## src/rtl/rate_enable_gen_pkg.sv

```systemverilog
// Shared speed encodings and reload-value helper for the rate enable generator.
package rate_enable_gen_pkg;

  localparam int unsigned SPD_W    = 2;
  localparam int unsigned RELOAD_W = 64;

  typedef enum logic [SPD_W-1:0] {
    SPD_FAST = 2'b00,
    SPD_1HZ  = 2'b01,
    SPD_HALF = 2'b10,
    SPD_QTR  = 2'b11
  } speed_e;

  // Period minus one for a rate select; wide result so callers cast to CNT_W.
  function automatic logic [RELOAD_W-1:0] reload(input logic [SPD_W-1:0] s,
                                                 input int unsigned clk_hz);
    logic [RELOAD_W-1:0] hz;
    logic [RELOAD_W-1:0] r;
    hz = RELOAD_W'(clk_hz);
    r  = '0;
    case (speed_e'(s))
      SPD_FAST: r = '0;
      SPD_1HZ:  r = hz - RELOAD_W'(1);
      SPD_HALF: r = (hz << 1) - RELOAD_W'(1);
      SPD_QTR:  r = (hz << 2) - RELOAD_W'(1);
      default:  r = '0;
    endcase
    return r;
  endfunction

endpackage

```

## src/rtl/rate_enable_gen_step_edge_sync.sv

```systemverilog
// Two-flop synchronizer for the step button followed by a rising-edge detector.
module step_edge_sync (
  input  logic clk_i,
  input  logic resetn_i,
  input  logic step_i,
  output logic edge_c_o
);

  logic s1_q;
  logic s2_q;
  logic s3_q;

  always_ff @(posedge clk_i) begin
    if (!resetn_i) begin
      s1_q <= 1'b0;
      s2_q <= 1'b0;
      s3_q <= 1'b0;
    end else begin
      s1_q <= step_i;
      s2_q <= s1_q;
      s3_q <= s2_q;
    end
  end

  assign edge_c_o = s2_q & ~s3_q;

endmodule

```

## src/rtl/rate_enable_gen.sv

```systemverilog
// Divides the clock to a selectable tick rate and emits a registered one-cycle
// enable pulse, with run/pause and a synchronized single-step button.
module rate_enable_gen
  import rate_enable_gen_pkg::*;
#(
  parameter int unsigned CLK_HZ = 50000000,
  parameter int unsigned CNT_W  = 28
) (
  input  logic             clock_i,
  input  logic             resetn_i,
  input  logic [SPD_W-1:0] speed_i,
  input  logic             run_i,
  input  logic             step_i,
  output logic             pulse_o,
  output logic [CNT_W-1:0] count_o
);

  logic [SPD_W-1:0] speed_q, speed_d;
  logic [CNT_W-1:0] cnt_q, cnt_d;
  logic             pulse_q, pulse_d;
  logic             periodic_c;
  logic             step_edge_c;
  logic [CNT_W-1:0] reload_new_c;
  logic [CNT_W-1:0] reload_cur_c;

  step_edge_sync u_step (
    .clk_i    (clock_i),
    .resetn_i (resetn_i),
    .step_i   (step_i),
    .edge_c_o (step_edge_c)
  );

  assign reload_new_c = CNT_W'(reload(speed_i, CLK_HZ));
  assign reload_cur_c = CNT_W'(reload(speed_q, CLK_HZ));

  // Priority: rate change restarts a full period, pause holds at reload, else count down.
  always_comb begin
    speed_d    = speed_q;
    cnt_d      = cnt_q;
    periodic_c = 1'b0;
    if (speed_i != speed_q) begin
      speed_d = speed_i;
      cnt_d   = reload_new_c;
    end else if (!run_i) begin
      cnt_d = reload_cur_c;
    end else if (cnt_q == '0) begin
      cnt_d      = reload_cur_c;
      periodic_c = 1'b1;
    end else begin
      cnt_d = cnt_q - CNT_W'(1);
    end
    pulse_d = periodic_c | step_edge_c;
  end

  always_ff @(posedge clock_i) begin
    if (!resetn_i) begin
      speed_q <= speed_i;
      cnt_q   <= reload_new_c;
      pulse_q <= 1'b0;
    end else begin
      speed_q <= speed_d;
      cnt_q   <= cnt_d;
      pulse_q <= pulse_d;
    end
  end

  assign pulse_o = pulse_q;
  assign count_o = cnt_q;

endmodule

```

## config.mk

```make
export PLATFORM = sky130hd
export DESIGN_NAME = rate_enable_gen
export DESIGN_NICKNAME = d
export VERILOG_FILES = /design/src/rtl/rate_enable_gen_pkg.sv /design/src/rtl/rate_enable_gen_step_edge_sync.sv /design/src/rtl/rate_enable_gen.sv
export SDC_FILE = /design/constraint.sdc
export NUM_CORES = 1
export LEC_CHECK = 0
export BUFFER_PORTS_ARGS = -buffer_cell sky130_fd_sc_hd__buf_2
export CAP_MARGIN = 20
export CORE_UTILIZATION = 45
export CTS_CLUSTER_SIZE = 12
export DETAILED_ROUTE_END_ITERATION = 8
export PLACE_DENSITY = 0.72
export SETUP_SLACK_MARGIN = 0.2
export SLEW_MARGIN = 15
export SYNTH_ARGS = -nofsm -noshare
export SYNTH_HDL_FRONTEND = slang
export SYNTH_SLANG_ARGS = --single-unit
```

## constraint.sdc

```tcl
create_clock -name clock_i -period 2 [get_ports clock_i]
set_input_delay 0.4 -clock clock_i [delete_from_list [all_inputs] [get_ports clock_i]]
set_output_delay 0.4 -clock clock_i [all_outputs]
set_load 0.03 [all_outputs]
```

# Word-level counts from Yosys, hierarchy flattened

Cells that the tools add are included.

Word-level logic and storage cells: 32
Flip-flop bits (word level): 34

Multiplexer cells: 11
Reductions and logical operators: 3
$add $sub $neg: 1
Bitwise gates (word level): 3
Equal/unequal tests: 8

Operators by type and width:

| operator                                               | count |
|---|---|
| one-hot mux 28 bit (4 select lines)                    | 2 |
| 2-to-1 mux 28 bit                                      | 4 |
| logical NOT 28 bit                                     | 1 |
| subtractor 28 x 1 -> 28 bit (second input constant)    | 1 |
| == test 2 bit (second input constant)                  | 4 |
| == test 2 x 1 -> 1 bit (second input constant)         | 2 |
| logical NOT 2 bit                                      | 2 |
| 2-to-1 mux 2 bit                                       | 2 |
| 2-to-1 mux 1 bit                                       | 3 |
| inequality test 2 x 1 -> 1 bit (second input constant) | 1 |
| inequality test 2 bit                                  | 1 |
| bitwise AND 1 bit                                      | 1 |
| inverter 1 bit                                         | 1 |
| bitwise OR 1 bit                                       | 1 |

# Longest topological paths before layout

Gate-level depths: netlist of run 1.

Word-level depth: 6
Gate-level depth with buffers: 9
Gate-level depth less buffers: 8

# By module

Synthesis of run 1 repeated with hierarchy kept, for this count alone.

Cell total of the unflattened synthesis: 212
Area, all modules: 1926.8 sq um

Modules (own cells, without submodules):

| module          | cells an instance | area an instance (sq um) | sequential area each (sq um) | instances |
|---|---|---|---|---|
| rate_enable_gen | 205               | 1834.3                   | 640.6                        | 1 |
| step_edge_sync  | 7                 | 92.6                     | 60.1                         | 1 |

# Worst setup path after synthesis of run 1

OpenSTA, ideal clock, no wires.

Path kind: register to register
From: reg cnt_q[4] (netlist: count_o[4])
To: reg cnt_q[10] (netlist: count_o[10])
Buffers on the path: 0
Stages on the path, launching flop included: 6
Setup time: 0.118 ns
Arrival: 1.890 ns
Period minus slack after synthesis: 2.008 ns
Slack: -0.008 ns
Cell sequence: dfxtp_1 -> or4_4 -> or3_1 -> or3_1 -> xor2_1 -> nor2_2

Cells in the longest elaborated chain, start to end: 5
Elaborated cells between the ends (all ways): 6
Classes of those cells: 1 x add/sub; 4 x mux; 1 x reduce/logical

Ends and longest elaborated chain:

| item                                                                     | line                                         | source |
|---|---|---|
| start, declared                                                          | rate_enable_gen.sv:19                        | `logic [CNT_W-1:0] cnt_q, cnt_d;` |
| start signal, assigned                                                   | rate_enable_gen.sv:58                        | `cnt_q <= reload_new_c;` |
| start signal, assigned                                                   | rate_enable_gen.sv:62                        | `cnt_q <= cnt_d;` |
| subtractor 28 x 1 -> 28 bit / logical NOT 28 bit (equally long branches) | rate_enable_gen.sv:50, rate_enable_gen.sv:46 |  |
| 2-to-1 mux 28 bit (*)                                                    | rate_enable_gen.sv:46                        | `end else if (cnt_q == '0) begin` |
| 2-to-1 mux 28 bit (*)                                                    | rate_enable_gen.sv:44                        | `end else if (!run_i) begin` |
| 2-to-1 mux 28 bit (*)                                                    | rate_enable_gen.sv:41                        | `if (speed_i != speed_q) begin` |
| 2-to-1 mux 28 bit (*)                                                    | rate_enable_gen.sv:56                        | `if (!resetn_i) begin` |

Mark *: on every way between the ends. The rest lies on a longest branch, timed or not.
A chain may end at the register's enable or synchronous reset.

# Worst setup path in the final report of run 1

From: reg cnt_q[5] (netlist: count_o[5])
To: reg cnt_q[24] (netlist: count_o[24])

Same word-level chain as after synthesis.

==> results of run 1 <==
layer usage:
metal  wire length (microns)  part of all wire  global-route usage  up-vias
li1                        -                 -                   -      901
met1                    2517              0.42              0.3050      923
met2                    2941              0.49              0.4091       74
met3                     316             0.053             0.06849       21
met4                     220             0.037              0.1011        0
met5                       0                 0                   0        -
area by class of cell:
class                   count  area (sq um)
well taps                  50         62.56
flip-flops and latches     34         724.4
inverters                   8         31.28
fillers                   287          1189
clock buffers               7         86.33
clock inverters             1         5.005
repair buffers             69         467.9
multi-input cells         170          1434
through the flow:
step           setup slack, ns  std cells  power, uW  instance area, sq um
2_1_floorplan           0.1140        217       1171                  1927
3_3_place_gp          0.008430        312       1327                  2268
3_5_place_dp           0.02936        312       1335                  2268
4_1_cts                0.09472        330       1904                  2534
5_1_grt                -0.1040        339       2095                  2811
6_report              -0.01542        339       2001                  2811
timing repair:
action | 4_1_cts | 5_1_grt
resized for setup | 19 | 53
pin swaps | 12 | 23
cloned | 1 | 1
hold endpoints to repair | 0 | 0
hold buffers | 0 | 0
setup endpoints to repair | 28 | 29
setup buffers | 9 | 8
logic make-up (layout without fill, tap and decap cells):
logic type,count (synthesis),in the layout
fa+ha+maj,10,10
simple gates,92,93
buf+inv,14,85
xor+xnor,26,26
compound gates,41,41
flops,34,34
flip-flops by register name, summed over array words and instances, names as in the netlist:
name,count
pulse_o,1
u_step.s1_q,1
u_step.s2_q,1
u_step.s3_q,1
speed_q,2
count_o,28
final timing paths:
check                   start     endpoint  depth (start not counted)
hold / removal         step_i  u_step.s1_q                          2
setup reg to reg   count_o[5]  count_o[24]                          6
hold reg to reg   u_step.s3_q      pulse_o                          1
setup / recovery   count_o[5]  count_o[24]                          6
report_power, final:
group	switching (uW)	internal, uW
registers	103	756
logic	371	235
clock network	258	278
layout by cell type (no fill, tap or decap), types with 3 or more instances in the layout:
master    synthesis  layout
dfxtp_2           0       4
o21ai_1           4       8
nor4_4            0       3
buf_2             1      34
nor3_1            6       4
nand2_1          25      22
and2_1            3       3
nor3_2            2       3
nor2_1           15      14
nand3_1           7       3
nor4_1            5       4
nand4b_1          3       3
buf_6             0       6
xor2_1            7       6
clkbuf_8          0       6
dfxtp_4           0       5
a21oi_2           0      12
inv_1             7       5
ha_1             10       9
xnor2_1          19      18
o21bai_1          3       3
buf_4             1      28
o21ai_0           9       4
nand3_2           1       3
dfxtp_1          32      23
==> summary.txt, run 1 <==
Status = complete, but fails checks
Violated checks = setup timing
Final WL = 5.995 mm
Ant. Diodes = 0
# H-tree levels = 2
Register bit total from synthesis = 34
GRT Overall Usage = 0.2496
EDFF count, synth = 2
Clock skew = 0.005883 ns
MaxCap Viol Count = 0
Ports = 35
Fin util = 0.7028
Static Leak = 0.001166 uW
Die area = 4439 sq um
Clk pin slew, worst setup/hold paths = 0.07 ns
Routability cong. = 0.8165
Critical path arrival = 2.19 ns
Largest family of logic cells by synthesized area = simple AND/OR/NAND/NOR gates
Initial DRC count = 159
First-pass GRT wire length = 8.183 mm
Rel. slew slack = 0.7031
Power Dens Cells = 711.8 nW/um^2
XOR/XNOR Fraction of Synth Area = 0.1212
Largest net degree at the start of global routing = 13
Register area share after synthesis = 0.3728
WL/cell = 17.68 microns
Buffers and inverters on the worst path = 0
Worst Hold Slack = 0.3132 ns
Simple-Gate Fraction of Synth Area = 0.2823
Die Y = 66.63 microns
Via count = 1,919
Core area = 4000 sq um
Vias in the first global route = 1,748
RSZ-0062 raised after global routing = yes
Vias per std cell = 5.661
Syn Nets = 233
Fin nets = 304
CTS Buf Count = 5
Final Max Slew Viols = 0
Final Hold Viols = 0
Area Overhead vs Synth = 49.60%
Final Setup Violations = 3
Synthesized cell area = 1879 sq um
Leading post-synthesis cells by cell area = dfxtp_1 34%, xnor2_1 8.9%, ha_1 6.7%, nand2_1 5.0%, a21oi_1 4.0%
Std cell rows = 23
Post-DRT Antenna Nets = 0
Synth Area per Inst = 8.660 sq um
Layout cells sized above 1 = 0.4983
Gr ovfl total = 0
Initial core utilization = 0.4698
Post-Synthesis Cells = 217
F_max = 496.2 MHz
Yosys top cell area share = 0.3409
Ys flop type = dfxtp_1
Tmin final = 2.015 ns
Crit-path leading delay family = simple AND/OR/NAND/NOR gates
CTS root buf = clkbuf_8
Startpoint Class = register
Worst VDD drop = 0.0003679 V
Setup TNS = -0.02558 ns
Post-synthesis mux area share = 0
Commonest cells post-synth = 32 x dfxtp_1, 25 x nand2_1, 19 x xnor2_1
Register-to-register setup slack = -0.02 ns
Netlist cell types = 45
Worst Path Max Fanout = 4
CTS tree = yes
Slew of the pin with the lowest slew margin = 0.4407 ns
Port bufs = 34
Crit-path max cell delay = 0.57 ns
Drt drc = 0
Max Buffers Root-to-Sink = 2
Clk sink count = 34
Hold crit path type = in2reg
CP cell instances = or4_4 -> or3_4 -> a211oi_2 -> nor2b_1 -> o21ai_1 -> a31oi_1
Drt pass-1 iters = 4
Final period util = 1.008
Die width = 66.63 microns
Clock Latency Late Sink = 0.29 ns
Synth Area in Adders = 0.06658
Ys Warns = 0
Top-count cell post-synth = dfxtp_1
Crit Path Class = reg2reg
Async S/R FF share, synth = 0
Worst setup EP type = register
Hpwl dp = 3.522 mm
Antenna violations before repair = 0
Compound-Gate Fraction of Synth Area = 0.1265
Setup WS post-layout = -0.01542 ns
CP max-delay cell = or4_4
Req. time, crit path = 2.17 ns
Leading area contributor after synthesis = dfxtp_1
Power figures use the tool's default switching activity.
==> inputs of run 2 (changes only) <==
Settings changed: CTS_CLUSTER_DIAMETER from default to 30, PLACE_DENSITY 0.72 to 0.7.
Clock period 2 ns to 2.5 ns, I/O delays scaled along.
==> run 2 against run 1 <==
Net effect:
- the flow now finishes without violations
- setup slack gained 0.44 ns
- core utilization fell by 14 points
- register-to-register slack gained 0.44 ns
- sequential share of layout area grew 5.1 points
- largest cell class unchanged
- highest routed layer unchanged
==> summary.txt, run 2 (synthesis results as in run 1) <==
Crit-path leading delay family = simple AND/OR/NAND/NOR gates
Clk pin slew, worst setup/hold paths = 0.07 ns
Worst Hold Slack = 0.4132 ns
Place WS = 0.2682 ns
Final Setup Violations = 0
Clock skew = 0.005260 ns
Worst Path Max Fanout = 8
Crit Path Class = reg2reg
Area Overhead vs Synth = 20.77%
Tmin final = 2.073 ns
Drt pass-1 iters = 4
Startpoint Class = register
Hold Path Stages = 2
Gr ovfl total = 0
Final Hold Viols = 0
Setup WS post-layout = 0.4266 ns
Std cell rows = 23
Fin nets = 278
WL/cell = 14.46 microns
RSZ-0062 raised after global routing = no
Worst VDD drop = 0.0003303 V
MaxCap Viol Count = 0
Vias per std cell = 5.423
Hpwl dp = 3.434 mm
F_max = 482.3 MHz
Die area = 4439 sq um
Die width = 66.63 microns
Ports = 35
Max FFs per register = 28
Placed insts = 304
Buffers and inverters on the worst path = 1
Layout cells sized above 1 = 0.2519
Drt drc = 0
Rel. slew slack = 0.6979
Ant. Diodes = 0
Core area = 4000 sq um
Total power draw = 1446 uW
Setup TNS = 0 ns
Max Buffers Root-to-Sink = 2
Power Dens Cells = 637.3 nW/um^2
Vias in the first global route = 1,613
Final period util = 0.8294
Static Leak = 0.0009444 uW
Largest net degree at the start of global routing = 14
CTS root buf = clkbuf_8
Most frequent cells in the layout = 34 x buf_2, 32 x dfxtp_1, 25 x nand2_1, 19 x xnor2_1
Non-filler cells, final = 312
Antenna violations before repair = 0
Slew of the pin with the lowest slew margin = 0.4532 ns
Final WL = 4.512 mm
Status = completed
Final Max Slew Viols = 0
Stages on the worst setup path = 7
GRT Overall Usage = 0.2297
Port bufs = 34
Clk sink count = 34
Post-DRT Antenna Nets = 0
Req. time, crit path = 2.66 ns
Most common cell after layout, fill and taps aside = buf_2
Clock Latency Late Sink = 0.29 ns
Die Y = 66.63 microns
R2R depth = 7
Initial core utilization = 0.4698
Crit-path max cell delay = 0.39 ns
First-pass GRT wire length = 7.507 mm
CP cell instances = nor4_2 -> nand4b_1 -> nor3_4 -> nor2b_1 -> buf_4 -> o31ai_2 -> o21ai_0
CTS tree = yes
Routability cong. = 0.8888
Hold Buf Count CTS = 0
# H-tree levels = 2
Initial DRC count = 68
CP max-delay cell = nor4_2
Worst setup EP type = register
Critical path arrival = 2.23 ns
Via count = 1,692
Hold crit path type = in2reg
CTS Buf Count = 5
run 2: cell types whose count changed in the layout (fill, tap and decap cells not counted), moves of 3 or more:
cell	change
buf_6	-6
dfxtp_4	-5
a21oi_1	+13
buf_4	-18
o21ai_1	-4
nand2_1	+3
nand3_1	+4
a21oi_2	-12
dfxtp_1	+9
nor4_4	-3
o21ai_0	+5
nor4_2	+3
dfxtp_2	-4
run 2: power by group:
part	total, uW	internal, uW	switching (uW)
sequential	679	603	76.8
combinational	358	128	230
clock	409	218	191
run 2: worst register-to-register path, stage by stage, from the launching register on:
cell      delay (ns)
dfxtp_1         0.35
nor4_2          0.39
nand4b_1        0.28
nor3_4          0.27
nor2b_1         0.15
buf_4           0.19
o31ai_2         0.20
o21ai_0         0.12
run 2: final timing paths:
path | start | to | slack, ns
hold / removal | step_i | u_step.s1_q | 0.41
setup reg to reg | count_o[6] | count_o[7] | 0.43
hold reg to reg | u_step.s3_q | pulse_o | 0.42
setup / recovery | count_o[6] | count_o[7] | 0.43
run 2: final cells by class:
type                    count  area [sq um]
flip-flops and latches     34         700.7
multi-input cells         169          1145
clock buffers               7         86.33
fillers                   394          1730
inverters                   8         30.03
repair buffers             44         245.2
well taps                  50         62.56
run 2: metrics by stage:
stage | cell area, sq um | utilization
after global routing | 2270 | 0.5674
after floorplan | 1879 | -
final | 2270 | 0.5674
after global placement | 2152 | 0.5380
after CTS | 2238 | 0.5596
after detailed placement | 2152 | 0.5380
run 2: repair_timing:
item                       in CTS  in global routing
setup endpoints to repair       0                 12
setup buffers                   0                  1
resized for setup               0                  4
run 2: routing by layer:
metal,global-route usage,vias up,share of wire
met4,0.08777,0,0.013
li1,-,849,-
met1,0.2911,794,0.45
met3,0.06336,4,0.059
met2,0.3662,45,0.48
met5,0,-,0
